<file path="src/rtl/hazard_sched_ctrl_if.sv">
// Issue / writeback / branch bundle between the ID-side pipeline and the
// central hazard scheduler.
interface hazard_sched_ctrl_if;
    logic       issue_valid;
    logic       issue_ready;
    logic       issue_regwr;
    logic [4:0] issue_rd;
    logic       issue_reada;
    logic       issue_readb;
    logic [4:0] issue_ra;
    logic [4:0] issue_rb;
    logic       issue_done;
    logic       wb_we;
    logic [4:0] wb_rw;
    logic       br_taken;
    logic       stall;
    logic       flush;
    logic       halted;
    logic       sb_err;

    modport master (
        output issue_valid, issue_ready, issue_regwr, issue_rd,
        output issue_reada, issue_readb, issue_ra, issue_rb,
        output issue_done, wb_we, wb_rw, br_taken,
        input  stall, flush, halted, sb_err
    );

    modport slave (
        input  issue_valid, issue_ready, issue_regwr, issue_rd,
        input  issue_reada, issue_readb, issue_ra, issue_rb,
        input  issue_done, wb_we, wb_rw, br_taken,
        output stall, flush, halted, sb_err
    );
endinterface

</file>
<file path="src/rtl/hazard_sched_ctrl.sv">
// Pipeline scheduler: per-register in-flight write scoreboard, issue stall,
// branch-flush window and halt-drain sequencing. State moves on negedge clk.
module hazard_sched_ctrl #(
    parameter int CNT_W        = 2,
    parameter int FLUSH_CYCLES = 2
) (
    input logic               clk,
    input logic               rst,
    hazard_sched_ctrl_if.slave bus
);
    localparam logic [CNT_W-1:0] PMAX   = '1;
    localparam logic [3:0]       FC     = 4'(FLUSH_CYCLES);
    localparam logic [0:0]       F_IDLE = 1'b0;
    localparam logic [0:0]       F_FLSH = 1'b1;
    localparam logic [1:0]       H_RUN  = 2'd0;
    localparam logic [1:0]       H_DRN  = 2'd1;
    localparam logic [1:0]       H_HLT  = 2'd2;

    logic [CNT_W-1:0] r_pend [32];
    logic [CNT_W-1:0] w_pend_nxt [32];
    logic             r_err;
    logic             w_err;
    logic             w_any;
    logic [0:0]       r_fst;
    logic [3:0]       r_fcnt;
    logic [1:0]       r_hst;
    logic             w_fire;
    logic             w_raw;
    logic             w_waw;
    logic             w_stall;

    assign w_raw = (bus.issue_reada && bus.issue_ra != 5'd0 &&
                    r_pend[bus.issue_ra] != '0) ||
                   (bus.issue_readb && bus.issue_rb != 5'd0 &&
                    r_pend[bus.issue_rb] != '0);
    assign w_waw = bus.issue_regwr && bus.issue_rd != 5'd0 &&
                   r_pend[bus.issue_rd] == PMAX;
    assign w_stall = w_raw || w_waw || (r_hst != H_RUN);
    assign w_fire  = bus.issue_valid && bus.issue_ready &&
                     !w_stall && (r_fst == F_IDLE);

    assign bus.stall  = w_stall;
    assign bus.flush  = (r_fst == F_FLSH);
    assign bus.halted = (r_hst == H_HLT);
    assign bus.sb_err = r_err;

    // Issue and retire of the same register cancel; retire at 0 is an error.
    always_comb begin
        w_err = 1'b0;
        w_any = 1'b0;
        for (int i = 0; i < 32; i++) begin
            w_pend_nxt[i] = r_pend[i];
            if (i == 0) begin
                w_pend_nxt[i] = '0;
            end else begin
                if (w_fire && bus.issue_regwr && bus.issue_rd == 5'(i)) begin
                    if (!(bus.wb_we && bus.wb_rw == 5'(i)))
                        w_pend_nxt[i] = r_pend[i] + 1'b1;
                end else if (bus.wb_we && bus.wb_rw == 5'(i)) begin
                    if (r_pend[i] == '0)
                        w_err = 1'b1;
                    else
                        w_pend_nxt[i] = r_pend[i] - 1'b1;
                end
            end
            if (r_pend[i] != '0)
                w_any = 1'b1;
        end
    end

    always_ff @(negedge clk or posedge rst) begin
        if (rst) begin
            for (int i = 0; i < 32; i++)
                r_pend[i] <= '0;
            r_err <= 1'b0;
        end else begin
            for (int i = 0; i < 32; i++)
                r_pend[i] <= w_pend_nxt[i];
            r_err <= r_err | w_err;
        end
    end

    always_ff @(negedge clk or posedge rst) begin
        if (rst) begin
            r_fst  <= F_IDLE;
            r_fcnt <= 4'd0;
        end else begin
            case (r_fst)
                F_IDLE: begin
                    if (bus.br_taken) begin
                        r_fst  <= F_FLSH;
                        r_fcnt <= FC;
                    end
                end
                default: begin
                    if (bus.br_taken) begin
                        r_fcnt <= FC;
                    end else if (r_fcnt <= 4'd1) begin
                        r_fst  <= F_IDLE;
                        r_fcnt <= 4'd0;
                    end else begin
                        r_fcnt <= r_fcnt - 4'd1;
                    end
                end
            endcase
        end
    end

    // A taken branch during drain means the marker was on a wrong path.
    always_ff @(negedge clk or posedge rst) begin
        if (rst) begin
            r_hst <= H_RUN;
        end else begin
            case (r_hst)
                H_RUN: begin
                    if (w_fire && bus.issue_done)
                        r_hst <= H_DRN;
                end
                H_DRN: begin
                    if (bus.br_taken)
                        r_hst <= H_RUN;
                    else if (!w_any && !bus.wb_we)
                        r_hst <= H_HLT;
                end
                H_HLT:   r_hst <= H_HLT;
                default: r_hst <= H_RUN;
            endcase
        end
    end
endmodule

</file>
<file path="src/flat_wrapper.sv">
// flat-port wrapper written by rule: the top's interface ports become plain ports
module hazard_sched_ctrl_flat 
#(
    parameter int CNT_W        = 2,
    parameter int FLUSH_CYCLES = 2
)
  (clk, rst, bus_issue_valid, bus_issue_ready, bus_issue_regwr, bus_issue_rd, bus_issue_reada, bus_issue_readb, bus_issue_ra, bus_issue_rb, bus_issue_done, bus_wb_we, bus_wb_rw, bus_br_taken, bus_stall, bus_flush, bus_halted, bus_sb_err);
  hazard_sched_ctrl_if bus_i ();
  input logic clk;
  input logic rst;
  input wire logic [$bits(bus_i.issue_valid)-1:0] bus_issue_valid;
  input wire logic [$bits(bus_i.issue_ready)-1:0] bus_issue_ready;
  input wire logic [$bits(bus_i.issue_regwr)-1:0] bus_issue_regwr;
  input wire logic [$bits(bus_i.issue_rd)-1:0] bus_issue_rd;
  input wire logic [$bits(bus_i.issue_reada)-1:0] bus_issue_reada;
  input wire logic [$bits(bus_i.issue_readb)-1:0] bus_issue_readb;
  input wire logic [$bits(bus_i.issue_ra)-1:0] bus_issue_ra;
  input wire logic [$bits(bus_i.issue_rb)-1:0] bus_issue_rb;
  input wire logic [$bits(bus_i.issue_done)-1:0] bus_issue_done;
  input wire logic [$bits(bus_i.wb_we)-1:0] bus_wb_we;
  input wire logic [$bits(bus_i.wb_rw)-1:0] bus_wb_rw;
  input wire logic [$bits(bus_i.br_taken)-1:0] bus_br_taken;
  output wire logic [$bits(bus_i.stall)-1:0] bus_stall;
  output wire logic [$bits(bus_i.flush)-1:0] bus_flush;
  output wire logic [$bits(bus_i.halted)-1:0] bus_halted;
  output wire logic [$bits(bus_i.sb_err)-1:0] bus_sb_err;
  assign bus_i.issue_valid = bus_issue_valid;
  assign bus_i.issue_ready = bus_issue_ready;
  assign bus_i.issue_regwr = bus_issue_regwr;
  assign bus_i.issue_rd = bus_issue_rd;
  assign bus_i.issue_reada = bus_issue_reada;
  assign bus_i.issue_readb = bus_issue_readb;
  assign bus_i.issue_ra = bus_issue_ra;
  assign bus_i.issue_rb = bus_issue_rb;
  assign bus_i.issue_done = bus_issue_done;
  assign bus_i.wb_we = bus_wb_we;
  assign bus_i.wb_rw = bus_wb_rw;
  assign bus_i.br_taken = bus_br_taken;
  assign bus_stall = bus_i.stall;
  assign bus_flush = bus_i.flush;
  assign bus_halted = bus_i.halted;
  assign bus_sb_err = bus_i.sb_err;
  hazard_sched_ctrl #(.CNT_W(CNT_W), .FLUSH_CYCLES(FLUSH_CYCLES)) u_core (.clk(clk), .rst(rst), .bus(bus_i));
endmodule
</file>
<file path="config.mk">
export PLATFORM = sky130hd
export DESIGN_NAME = hazard_sched_ctrl_flat
export DESIGN_NICKNAME = d
export VERILOG_FILES = /design/src/rtl/hazard_sched_ctrl_if.sv /design/src/rtl/hazard_sched_ctrl.sv /design/src/flat_wrapper.sv
export SDC_FILE = /design/constraint.sdc
export NUM_CORES = 1
export LEC_CHECK = 0
export BUFFER_PORTS_ARGS = -buffer_cell sky130_fd_sc_hd__buf_2
export CORE_MARGIN = 2
export CORE_UTILIZATION = 40
export DETAILED_ROUTE_END_ITERATION = 8
export PLACE_DENSITY = 0.56
export SKIP_CTS_REPAIR_TIMING = 1
export SYNTH_ARGS = -nofsm -noshare
export SYNTH_HDL_FRONTEND = slang
export SYNTH_SLANG_ARGS = --single-unit
</file>
<file path="constraint.sdc">
create_clock -name clk -period 8.9 [get_ports clk]
set_input_delay 1.335 -clock clk [delete_from_list [all_inputs] [get_ports clk]]
set_output_delay 1.335 -clock clk [all_outputs]
set_load 0.01 [all_outputs]
</file>
==> flow_summary.json <==
{
  "setup_violations": 0,
  "ys_top_cells_by_area": "dfrtn_1 30%, mux4_2 7.7%, o21ai_0 5.4%",
  "fill_cells": 1446,
  "crit_path_start_kind": "flip-flop",
  "num_rows": 44,
  "arrival_ns": 7.28,
  "async_reset_ff_frac": 1.00,
  "synth_edf_count": 0,
  "cp_num_buf_inv": 2,
  "timing.final.hold_violations": 0,
  "grt_pass1_wl_um": 36800,
  "grtUsageTotal": 0.312,
  "final_cell_mix": "80 x nand2_1, 80 x nor2_1, 70 x dfrtn_1",
  "syn_to_final_growth_pct": 15.9,
  "dp_hpwl_um": 19100,
  "ios": 34,
  "start_util": 0.405,
  "synth_nets": 747,
  "cts_tree": "yes",
  "synth_xor_area_frac": 0.00150,
  "ant_nets": 0,
  "path_delay_family": "compound AO/OA/AOI/OAI gates",
  "synth_cell_types": 84,
  "port-buffer-count": 33,
  "clock_latency_ns": 0.35,
  "avgSynthCellArea_um2": 8.14,
  "cp_max_fo": 6,
  "grt_max_degree": 40,
  "synth-compound-area-share": 0.249,
  "num_antenna_cells": 0,
  "root_buffer": "clkbuf_16",
  "grt_pass1_vias": 6105,
  "p_per_area_nw_per_um2": 163,
  "antenna_found_initial": 0,
  "cp_cell_sequence": "nor2_1, mux4_2, a2111oi_1, a32oi_2, and4_1, buf_4, nand2_2, buf_2",
  "drt_wl_total_um": 24200,
  "ys_warn_count": 0,
  "rsz0062_at_grt": "no",
  "synth_top_family_by_area": "simple AND/OR/NAND/NOR gates",
  "slowest_stage": "mux4_2",
  "yosys.area_share.simple": 0.298,
  "fp.dieArea_um2": 15500,
  "vias": 6281,
  "maxSlewHeadroom": 0.363,
  "regArea_um2": 1750,
  "clk_pin_slew_worst_paths_ns": 0.04,
  "setup.worst_path.end_class": "output port",
  "firstDrtPassIters": 7,
  "status": "completed",
  "synth_top_cell_area_share": 0.301,
  "cpPeakStageDelay_ns": 0.52,
  "fp.coreArea_um2": 14400,
  "remaining_drc_errors": 0,
  "wl_per_cell_um": 25.0,
  "nNetsFinal": 811,
  "synth_mux_area_frac": 0.0980,
  "ys.flop_type": "dfrtn_1",
  "hold_path_class": "flip-flop to flip-flop",
  "die_h_um": 125,
  "multi_input_area_um2": 3790,
  "fin_setup_tns_ns": 0,
  "viasPerCell": 6.49,
  "postSynthCellCount": 715,
  "cp.required_ns": 7.57,
  "cts_buffers": 9,
  "ys_seq_elements": 70,
  "syn_area_um2": 5820,
  "cts_max_path_buffers": 2,
  "yosysSeqAreaShare": 0.301,
  "skew_ns": 0.00635,
  "synth_top_area_cell": "dfrtn_1",
  "die_x_um": 125,
  "max_slew.worst_pin.slew_ns": 0.946,
  "gr-total-overflow": 0,
  "path_class": "flip-flop to output port",
  "pre_cts_ws_ns": 0.121,
  "cap_violations": 0,
  "layout-drive-gt1-share": 0.185,
  "synth_fa_ha_area_frac": 0.00430,
  "htree_levels": 3,
  "maxSlewViolCount": 0,
  "peakVddDrop_mv": 0.0886,
  "fin_ws_ns": 0.284,
  "gp_congestion": 1.01,
  "cts_sinks": 70,
  "leakage_nw": 2.71,
  "detail_route.iter0.violations": 932
}
[synth_stat cells, drive strengths merged, types with 9 or more instances]
library cell  instances
and3                 14
nor3                 42
buf                  17
nand4                24
o21a                 15
a21o                  9
nor2                 80
mux4                 23
or2                  10
a211oi               11
nand3                23
o21ai                68
inv                  34
nand3b                9
o31ai                16
dfrtn                70
a21oi                50
nand2                82
nor2b                 9
[registers in the layout, indices dropped and copies added (netlist names)]
register,cells
u_core.bus.sb_err,1
u_core.r_pend,62
u_core.r_fcnt,4
u_core.bus.flush,1
u_core.r_hst,2
[cell type report]
type,instances,area share
repair buffers,77,0.0734
flip-flops and latches,70,0.260
clock inverters,5,0.0158
well taps,184,0.0341
inverters,35,0.0195
multi-input cells,586,0.562
clock buffers,11,0.0360
[worst register-to-register path: stages (launching register included)]
cell	delay, ns
dfrtn_1	0.47
nor2_1	0.31
a21oi_1	0.12
mux4_2	0.47
a22oi_1	0.27
and4_1	0.33
buf_4	0.16
nand4_2	0.26
or3_1	0.54
a31o_2	0.26
[worst paths after layout]
| check | from | slack [ns] | cells after the start | to |
|---|---|---|---|---|
| worst max-delay path | u_core.r_pend[51]$_DFFE_NP0P_ | 0.28 | 8 | bus_stall |
| worst min-delay path | u_core.r_pend[48]$_DFFE_NP0P_ | 0.44 | 1 | u_core.r_pend[48]$_DFFE_NP0P_ |
| worst max register to register | u_core.r_pend[4]$_DFFE_NP0P_ | 5.56 | 9 | u_core.r_pend[6]$_DFFE_NP0P_ |
| worst min register to register | u_core.r_pend[48]$_DFFE_NP0P_ | 0.44 | 1 | u_core.r_pend[48]$_DFFE_NP0P_ |
| max in group asynchronous | rst | 2.46 | 3 | u_core.r_pend[0]$_DFFE_NP0P_ |
| min in group asynchronous | rst | 5.42 | 2 | u_core.r_hst[1]$_DFFE_NP0P_ |
[power breakdown]
group,switching (W),leakage [nW],total (W),internal (W)
logic,0.000151,1.64,0.000253,0.000103
registers,0.0000578,0.904,0.000414,0.000356
clock network,0.000152,0.166,0.000434,0.000282
total,0.000360,2.71,0.00110,0.000741
[through the flow]
stage / total power [W] / utilization / area (µm²) / hold slack [ns] / instances
4_1_cts: 0.00110 / 0.470 / 6750 / 0.448 / 968
3_3_place_gp: 0.000659 / 0.445 / 6400 / 0.424 / 952
2_1_floorplan: 0.000561 / - / 5820 / 0.404 / 715
5_1_grt: 0.00115 / 0.470 / 6750 / 0.489 / 968
3_5_place_dp: 0.000665 / 0.445 / 6400 / 0.443 / 952
6_report: 0.00110 / 0.470 / 6750 / 0.444 / 968
[metal layers]
layer  part of all wire  GRT usage  wire, µm  vias up
met1               0.43      0.419     10300     3099
li1                   -          -         -     2818
met2               0.45      0.487     10900      299
met4              0.047      0.148      1140        0
met5                  0          0         0        -
met3              0.074     0.0580      1780       65
[cells by family after synthesis]
kind of cell	after synthesis
and+or+nand+nor	337
AOI/OAI and AO/OA	219
DFF	70
buffers and inverters	59
muxes	27
adders and majority gates	2
xor gates and xnor gates	1
Power figures use the tool's default switching activity.
